--- config.mk ---
export PLATFORM = sky130hd
export DESIGN_NAME = io_chan_ctrl
export DESIGN_NICKNAME = d
export VERILOG_FILES = /design/src/rtl/io_chan_ctrl.sv
export SDC_FILE = /design/constraint.sdc
export NUM_CORES = 1
export LEC_CHECK = 0
export CAP_MARGIN = 20
export CORE_MARGIN = 2
export CORE_UTILIZATION = 49
export CTS_CLUSTER_SIZE = 24
export DETAILED_ROUTE_END_ITERATION = 8
export GPL_TIMING_DRIVEN = 0
export HOLD_SLACK_MARGIN = 0.05
export PLACE_DENSITY_LB_ADDON = 0.15
export SLEW_MARGIN = 20
export SYNTH_ARGS = -nofsm -noshare
export SYNTH_HDL_FRONTEND = slang
export SYNTH_SLANG_ARGS = --single-unit
--- constraint.sdc ---
create_clock -name clk -period 2.15 [get_ports clk]
set_input_delay 0.215 -clock clk [delete_from_list [all_inputs] [get_ports clk]]
set_output_delay 0.215 -clock clk [all_outputs]
set_load 0.005 [all_outputs]
--- src/rtl/io_chan_ctrl.sv ---
// io_chan_ctrl: multi-channel I/O controller for the basic-computer CPU.
//
// Each of NCH channels has:
//   - a DEPTH-entry input FIFO that the device fills and INP pops,
//   - a one-entry output buffer that OUT loads and the device drains,
//   - per-direction interrupt mask bits,
//   - sticky error flags for INP-on-empty and OUT-on-full.
// A prioritised, vectored interrupt request is registered every run cycle.
//
// Ports
//   clk, rst_n                system clock, async active-low reset
//   run                       1 = advance, 0 = freeze all state
//   sel, inp, outp, wdata     CPU IO instruction: channel select, INP/OUT strobes, OUT data
//   rdata, fgi, fgo           head of selected FIFO, FIFO non-empty, out buffer empty
//   imsk_we, imsk_wdata, imsk interrupt mask write and readback
//   ien, irq, irq_vec         interrupt enable, registered request and {channel, dir}
//   err_clr, err_rd, err_wr   sticky error clear and flags
//   in_valid/in_data/in_ready    device -> controller byte handshake
//   out_valid/out_data/out_ready controller -> device byte handshake
module io_chan_ctrl #(
  parameter int unsigned NCH   = 4,
  parameter int unsigned DEPTH = 4,
  parameter int unsigned CW    = (NCH > 1) ? $clog2(NCH) : 1
) (
  input  logic                 clk,
  input  logic                 rst_n,
  input  logic                 run,
  input  logic [CW-1:0]        sel,
  input  logic                 inp,
  input  logic                 outp,
  input  logic [7:0]           wdata,
  output logic [7:0]           rdata,
  output logic                 fgi,
  output logic                 fgo,
  input  logic                 imsk_we,
  input  logic [2*NCH-1:0]     imsk_wdata,
  output logic [2*NCH-1:0]     imsk,
  input  logic                 ien,
  output logic                 irq,
  output logic [CW:0]          irq_vec,
  input  logic                 err_clr,
  output logic [NCH-1:0]       err_rd,
  output logic [NCH-1:0]       err_wr,
  input  logic [NCH-1:0]       in_valid,
  input  logic [8*NCH-1:0]     in_data,
  output logic [NCH-1:0]       in_ready,
  output logic [NCH-1:0]       out_valid,
  output logic [8*NCH-1:0]     out_data,
  input  logic [NCH-1:0]       out_ready
);

  localparam int unsigned CntW = $clog2(DEPTH + 1);
  localparam int unsigned PtrW = $clog2(DEPTH);

  logic [7:0]      mem_q       [NCH][DEPTH];
  logic [PtrW-1:0] rptr_q      [NCH];
  logic [PtrW-1:0] wptr_q      [NCH];
  logic [CntW-1:0] cnt_q       [NCH];
  logic [7:0]      obuf_data_q [NCH];
  logic [NCH-1:0]  obuf_full_q;
  logic [NCH-1:0]  err_rd_q, err_wr_q;
  logic [2*NCH-1:0] imsk_q;
  logic            irq_q;
  logic [CW:0]     irq_vec_q;

  logic [NCH-1:0] hit, empty, full, push, pop, load, done, set_rd, set_wr;
  logic           pend_any;
  logic [CW:0]    pend_vec;

  // Per-channel control decode and device-side handshakes.
  always_comb begin
    hit       = '0;
    empty     = '0;
    full      = '0;
    push      = '0;
    pop       = '0;
    load      = '0;
    done      = '0;
    set_rd    = '0;
    set_wr    = '0;
    in_ready  = '0;
    out_valid = '0;
    out_data  = '0;
    for (int i = 0; i < int'(NCH); i++) begin
      // Out-of-range sel matches no channel.
      hit[i]       = (int'(sel) == i);
      empty[i]     = (cnt_q[i] == '0);
      full[i]      = (cnt_q[i] == CntW'(DEPTH));
      in_ready[i]  = run & ~full[i];
      push[i]      = in_valid[i] & in_ready[i];
      pop[i]       = run & inp & hit[i] & ~empty[i];
      set_rd[i]    = run & inp & hit[i] & empty[i];
      out_valid[i] = run & obuf_full_q[i];
      done[i]      = out_valid[i] & out_ready[i];
      load[i]      = run & outp & hit[i];
      set_wr[i]    = load[i] & obuf_full_q[i] & ~done[i];
      out_data[8*i +: 8] = obuf_data_q[i];
    end
  end

  // CPU-side combinational view of the selected channel.
  always_comb begin
    rdata = '0;
    fgi   = 1'b0;
    fgo   = 1'b0;
    for (int i = 0; i < int'(NCH); i++) begin
      if (hit[i]) begin
        if (!empty[i]) rdata = mem_q[i][rptr_q[i]];
        fgi = ~empty[i];
        fgo = ~obuf_full_q[i];
      end
    end
  end

  // Priority encode: scan high to low so the lowest channel wins, and test
  // input after output so input wins within a channel.
  always_comb begin
    pend_any = 1'b0;
    pend_vec = '0;
    for (int i = int'(NCH) - 1; i >= 0; i--) begin
      if (!obuf_full_q[i] && imsk_q[2*i]) begin
        pend_any = 1'b1;
        pend_vec = {CW'(i), 1'b0};
      end
      if (!empty[i] && imsk_q[2*i+1]) begin
        pend_any = 1'b1;
        pend_vec = {CW'(i), 1'b1};
      end
    end
  end

  // FIFO storage needs no reset: reads of an empty FIFO are masked to 0.
  always_ff @(posedge clk) begin
    for (int i = 0; i < int'(NCH); i++) begin
      if (push[i]) mem_q[i][wptr_q[i]] <= in_data[8*i +: 8];
    end
  end

  always_ff @(posedge clk or negedge rst_n) begin
    if (!rst_n) begin
      for (int i = 0; i < int'(NCH); i++) begin
        rptr_q[i]      <= '0;
        wptr_q[i]      <= '0;
        cnt_q[i]       <= '0;
        obuf_data_q[i] <= '0;
      end
      obuf_full_q <= '0;
      err_rd_q    <= '0;
      err_wr_q    <= '0;
      imsk_q      <= '0;
      irq_q       <= 1'b0;
      irq_vec_q   <= '0;
    end else if (run) begin
      for (int i = 0; i < int'(NCH); i++) begin
        if (push[i]) wptr_q[i] <= wptr_q[i] + PtrW'(1);
        if (pop[i])  rptr_q[i] <= rptr_q[i] + PtrW'(1);
        if (push[i] && !pop[i])      cnt_q[i] <= cnt_q[i] + CntW'(1);
        else if (pop[i] && !push[i]) cnt_q[i] <= cnt_q[i] - CntW'(1);
        // A load in the same cycle as a completing transfer refills the buffer.
        if (load[i] && (!obuf_full_q[i] || done[i])) begin
          obuf_data_q[i] <= wdata;
          obuf_full_q[i] <= 1'b1;
        end else if (done[i]) begin
          obuf_full_q[i] <= 1'b0;
        end
      end
      // Set wins over clear.
      err_rd_q  <= (err_clr ? '0 : err_rd_q) | set_rd;
      err_wr_q  <= (err_clr ? '0 : err_wr_q) | set_wr;
      if (imsk_we) imsk_q <= imsk_wdata;
      irq_q     <= ien & pend_any;
      irq_vec_q <= pend_vec;
    end
  end

  assign imsk    = imsk_q;
  assign err_rd  = err_rd_q;
  assign err_wr  = err_wr_q;
  assign irq     = irq_q;
  assign irq_vec = irq_vec_q;

endmodule

# After elaboration in Yosys (flattened, before gate mapping)
# Memory sizes are Yosys's and may differ from the RTL's.
# Cells that the tools add are included.
dict set report totals {
  ff_bits 84
  latchBits 0
  ramBits 128
  mem_bits_ro 0
  inputBits 66
  out_inout_bits 70
  memories 1
}
dict set report op_classes {
  n_addsub 16
  n_mul 0
  div 0
  magnitude_cmp 12
  eq_ne 7
  n_shift 0
  mux 78
  bitwise_logic 69
  n_reduce_logical 78
}
# memory words width rd rd_clocked_by_memory_dff wr line
set memory_table {}
lappend memory_table {mem_q 4 32 4 0 4 55} ;# logic [7:0] mem_q [NCH][DEPTH];
# op count
set ops {}
lappend ops {{$mux 8} 20}
lappend ops {{$mux 32} 4}
lappend ops {{$bmux 8 s2} 4}
lappend ops {{$demux 8 s2} 4}
lappend ops {{$mux 3} 16}
lappend ops {{$and 1x1->1} 43}
lappend ops {{$reduce_and 2->1} 21}
lappend ops {{$mux 1} 28}
lappend ops {{$ge 3x3->1 const B} 8}
lappend ops {{$logic_and 1x1->1} 24}
lappend ops {{$not 2->3} 8}
lappend ops {{$add 2x1->2 const B} 8}
lappend ops {{$logic_not 1->1} 16}
lappend ops {{$not 1->1} 16}
lappend ops {{$reduce_bool 2->1} 8}
lappend ops {{$add 3x1->3 const B} 4}
lappend ops {{$eq 3x3->1 const B} 4}
lappend ops {{$logic_not 3->1} 4}
lappend ops {{$lt 3x1->1 const B} 4}
lappend ops {{$sub 3x1->3 const B} 4}
lappend ops {{$mux 4} 2}
lappend ops {{$or 4x4->4} 2}
lappend ops {{$eq 2x2->1 const B} 2}
lappend ops {{$logic_or 1x1->1} 4}
lappend ops {{other kinds (2)} 2}

# Logic depth before layout (Yosys ltp)
dict set report logic_depth {
  ltp_word 12
  ltp_mapped 10
  mapped_depth_nobuf 9
}

# Worst setup path after synthesis
# Ideal clock, no wire load.
dict set report synth_timing {
  kind {register to register}
  startpoint {register cnt_q[1] (netlist bit)}
  endpoint {register cnt_q[2] (netlist bit)}
  t_arrival_ns 2.095
  t_required_ns 2.025
  setup_slack_ns -0.070
  stages_incl_launch_ff 10
  n_path_buf 0
  period_less_slack_ns 2.220
  cell_sequence {dfrtp_1 -> o311ai_2 -> nor2_1 -> inv_1 -> ha_1 -> inv_1 -> fa_1 -> xnor2_1 -> nand2_1 -> xnor2_1}
}
dict set report synth_via {
  elab_chain_cells 8
  elab_cells_between_ends 17
}
# element line
set synth_lines {}
lappend synth_lines {{start, declared} 58} ;# logic [CntW-1:0] cnt_q [NCH];
lappend synth_lines {{start signal, assigned by index} 157} ;# if (push[i] && !pop[i]) cnt_q[i] <= cnt_q[i] + CntW'(1);
lappend synth_lines {{start signal, assigned by index} 158} ;# else if (pop[i] && !push[i]) cnt_q[i] <= cnt_q[i] - CntW'(1);
lappend synth_lines {{$eq 3x3->1} 88} ;# full[i] = (cnt_q[i] == CntW'(DEPTH));
lappend synth_lines {{$not 1->1} 89} ;# in_ready[i] = run & ~full[i];
lappend synth_lines {{$and 1x1->1} 89}
lappend synth_lines {{$and 1x1->1} 90} ;# push[i] = in_valid[i] & in_ready[i];
lappend synth_lines {{$logic_not 1->1} 158}
lappend synth_lines {{$logic_and 1x1->1} 158}
lappend synth_lines {{$reduce_bool 2->1 (no line)} --}
lappend synth_lines {{$reduce_and 2->1 (no line)} --}
# Several ways; a longest one is shown, not always the timed one. The select of a mux whose other input is x is not followed.
# A chain may end at the register's enable or synchronous reset.

# Final worst setup path
dict set report layout_timing {
  startpoint {register rptr_q[4] (netlist bit)}
  endpoint {output port rdata[0]}
}
dict set report layout_via {
  elab_chain_cells 10
}
# element line
set layout_lines {}
lappend layout_lines {{start, declared} 56} ;# logic [PtrW-1:0] rptr_q [NCH];
lappend layout_lines {{start signal, assigned by index} 156} ;# if (pop[i]) rptr_q[i] <= rptr_q[i] + PtrW'(1);
lappend layout_lines {{$not 2->3 (not written as such) (*)} 108} ;# if (!empty[i]) rdata = mem_q[i][rptr_q[i]];
lappend layout_lines {{$bmux 8 s2 (*)} 108}
lappend layout_lines {{$mux 8 (not written as such) (*) (2 in series)} 108}
lappend layout_lines {{$mux 8 (*)} 108}
lappend layout_lines {{$mux 8 (*)} 107} ;# if (hit[i]) begin
lappend layout_lines {{$mux 8} 108}
lappend layout_lines {{$mux 8 (*)} 107}
lappend layout_lines {{$mux 8} 108}
lappend layout_lines {{$mux 8 (*)} 107}
lappend layout_lines {{end, declared} 32} ;# output logic [7:0] rdata,
# Every way passes the cells marked *; elsewhere a longest branch is shown, timed or not. The select of a mux whose other input is x is not followed.

==> results.ini <==
[outcome]
outcome = complete, but fails checks
violations = setup timing

[global_route]
grt_max_degree = 52
grt_use_total_pct = 20.95
antenna_found_initial = 0
overflow = 0
grt_pass1_vias = 5646
grt_pass1_wl_um = 31160

[worst_setup_path]
rr_endpoint = cnt_q[2]$_DFFE_PN0P_
crit_slowest_cell = mux4_2
crit_start = rptr_q[4]$_DFFE_PN0P_
r2r_slack_ns = 0.02
cpPeakStageDelay_ns = 0.53
end_kind = output port
critical_path_cell_count = 5
worstPathArrival_ns = 2.06
critPathTopFamily = multiplexers
cp_num_buf_inv = 2
cp.required_ns = 1.93
ff2ff_path_depth = 11
rr_startpoint = cnt_q[0]$_DFFE_PN0P_
cp_cell_sequence = buf_6 -> mux4_2 -> a22oi_2 -> a21oi_2 -> buf_2
endpoint = rdata[0]
critical_path_class = reg2out
critPathLaunchType = flop
crit_fanout = 5

[yosys]
synth_warnings = 0
netlist_area_sq_um = 8820
synth-seq-area-share_pct = 67.41
synth_nets = 615
dominantRegCellSynth = edfxtp_1
avgSynthCellArea_sq_um = 16.80
synth-async-reset-ratio_pct = 39.62
ys_types = 50
synth_seq_cells = 212
synthCells = 525
synth_edf_count = 128

[run]
max_cap_viol_count = 0

[sta]
slew_headroom_pct = 50.13
finalMaxSlewViolations = 0
rsz0062_at_grt = yes
finalHoldViolations = 0
skew_ns = 0.02475
fmax_ghz = 0.4396
setup_viol = 8
period_needed_ns = 2.275
worst_pin_slew_ns = 0.7424
min_period_over_period_pct = 105.8
final.setup.worst_slack_ns = -0.1246
whs_ns = 0.2895

[place]
gp_congestion = 0.7875
port_buffers = 135
place_ws_ns = -0.6819
dpl_cell_area_sq_um = 10490
detailed_place_hpwl_um = 13550

[final_layout]
nNetsFinal = 800
mostFrequentLayoutCell = edfxtp_1
mostFrequentLayoutCells = edfxtp_1, clkdlybuf4s50_1, dfrtp_1
utilization_pct = 65.80
finalInstanceArea_sq_um = 11740
area_growth_pct = 33.10
antenna_cells = 0
drive_above_1_share_pct = 30.67

[detailed_routing]
viasPerCell = 5.521
wl_per_cell_um = 20.71
drt_iter0_drc = 241
drc = 0
drt_pass1_iterations = 5
ant_nets = 0
wl_um = 19800
vias = 5278

[clock_network]
cts_buffer_depth = 3
cts.sinks = 212
cts_tree = yes
clk_latency_ns = 0.52
clockRootBuffer = clkbuf_16
htree_levels = 1
clkSlewWorstSetupHoldPaths_ns = 0.06
cts_made_buffers = 23

[floorplanning]
io_pins = 136
core_sq_um = 17840
row_count = 49
die_area_sq_um = 19090
die_h_um = 138.2
die_w_um = 138.2
initial_core_util_pct = 49.44

[worst_hold_path]
hold_class = in2async

[power_and_ir_drop]
total_power_mw = 13.66
power.density_nw_per_um2 = 1164
peakVddDrop_v = 0.0007453
p_leak_nw = 4.441

[kinds of logic after synthesis]
logic type	share of synthesized area, %
buffers and inverters	1.787
xor gates and xnor gates	2.383
DFF	67.41
AOI/OAI and AO/OA	4.370
and+or+nand+nor	5.703
adders and majority gates	3.745
muxes	14.60
[cell type report]
type / count / area, sq um
clock inverters: 7 / 95.09
multi-input cells: 276 / 2950
repair buffers: 166 / 1615
plain buffers: 10 / 105.1
clock buffers: 35 / 650.6
fillers: 1257 / 6102
flip-flops and latches: 212 / 5957
inverters: 21 / 78.83
well taps: 229 / 286.5
[per-layer routing]
layer	global-route usage, %	part of all wire, %
met1	26.96	41
met2	36.58	52
met3	3.741	5.3
met4	6.445	2.5
met5	0	0
[what timing repair did]
| action | CTS | global route |
|---|---|---|
| hold endpoints to repair | 50 | 0 |
| hold buffers | 1 | 0 |
| buffers inserted | 18 | 11 |
| gates cloned | 1 | 0 |
| pin swaps | 20 | 19 |
| resized for setup | 94 | 29 |
| endpoints found under the setup margin | 26 | 21 |
[state kept, by name, indices dropped and copies added, names as in the netlist]
register,cells
out_data,32
cnt_q,12
obuf_full_q,4
imsk,8
err_wr,4
irq,1
err_rd,4
wptr_q,8
mem_q,128
irq_vec,3
rptr_q,8
[metrics by stage]
step	setup TNS [ns]	instances
finish	-0.7185	956
global route	-1.649	956
CTS	-1.445	947
detailed placement	-26.14	890
global placement	-193.24	889
floorplan	0	525
[cell usage after synthesis (all sizes together), types with 2 or more instances]
library cell / number / area share, %
edfxtp: 128 / 44
dfrtp: 84 / 24
mux2: 48 / 6.1
mux4: 33 / 8.5
nand2: 28 / 1.2
inv: 21 / 0.89
ha: 20 / 2.8
xnor2: 18 / 1.8
and3: 17 / 1.2
buf: 15 / 0.85
nor2: 14 / 0.62
a21oi: 13 / 0.78
and2: 10 / 0.71
a22oi: 8 / 0.68
o22ai: 8 / 0.57
o21ai: 6 / 0.34
xor2: 6 / 0.60
nor3: 5 / 0.28
fa: 4 / 0.91
nor2b: 4 / 0.37
o31ai: 4 / 0.34
a21boi: 3 / 0.26
nand2b: 3 / 0.21
nand3: 3 / 0.17
nand4: 3 / 0.21
a32o: 2 / 0.23
o2111ai: 2 / 0.20
[worst min-delay path by stage]
stage,start,end,slack [ns],cells past startpoint
global route,imsk_wdata[5],imsk[5]$_DFFE_PN0P_,0.31,2
detailed placement,rst_n,out_data[2]$_DFFE_PN0P_,0.29,1
global placement,err_rd[3]$_DFFE_PN0P_,err_rd[3]$_DFFE_PN0P_,0.45,2
CTS,rst_n,wptr_q[3]$_DFFE_PN0P_,0.29,2
floorplan,rst_n,cnt_q[0]$_DFFE_PN0P_,-0.08,0
finish,rst_n,imsk[7]$_DFFE_PN0P_,0.29,2
[power breakdown]
part / internal (mW) / total [mW] / switching [mW]
clock network: 2.33 / 3.90 / 1.56
logic: 2.30 / 4.05 / 1.75
registers: 5.11 / 5.72 / 0.604
total: 9.75 / 13.7 / 3.91
No activity file was read; power rests on OpenSTA's default activity.
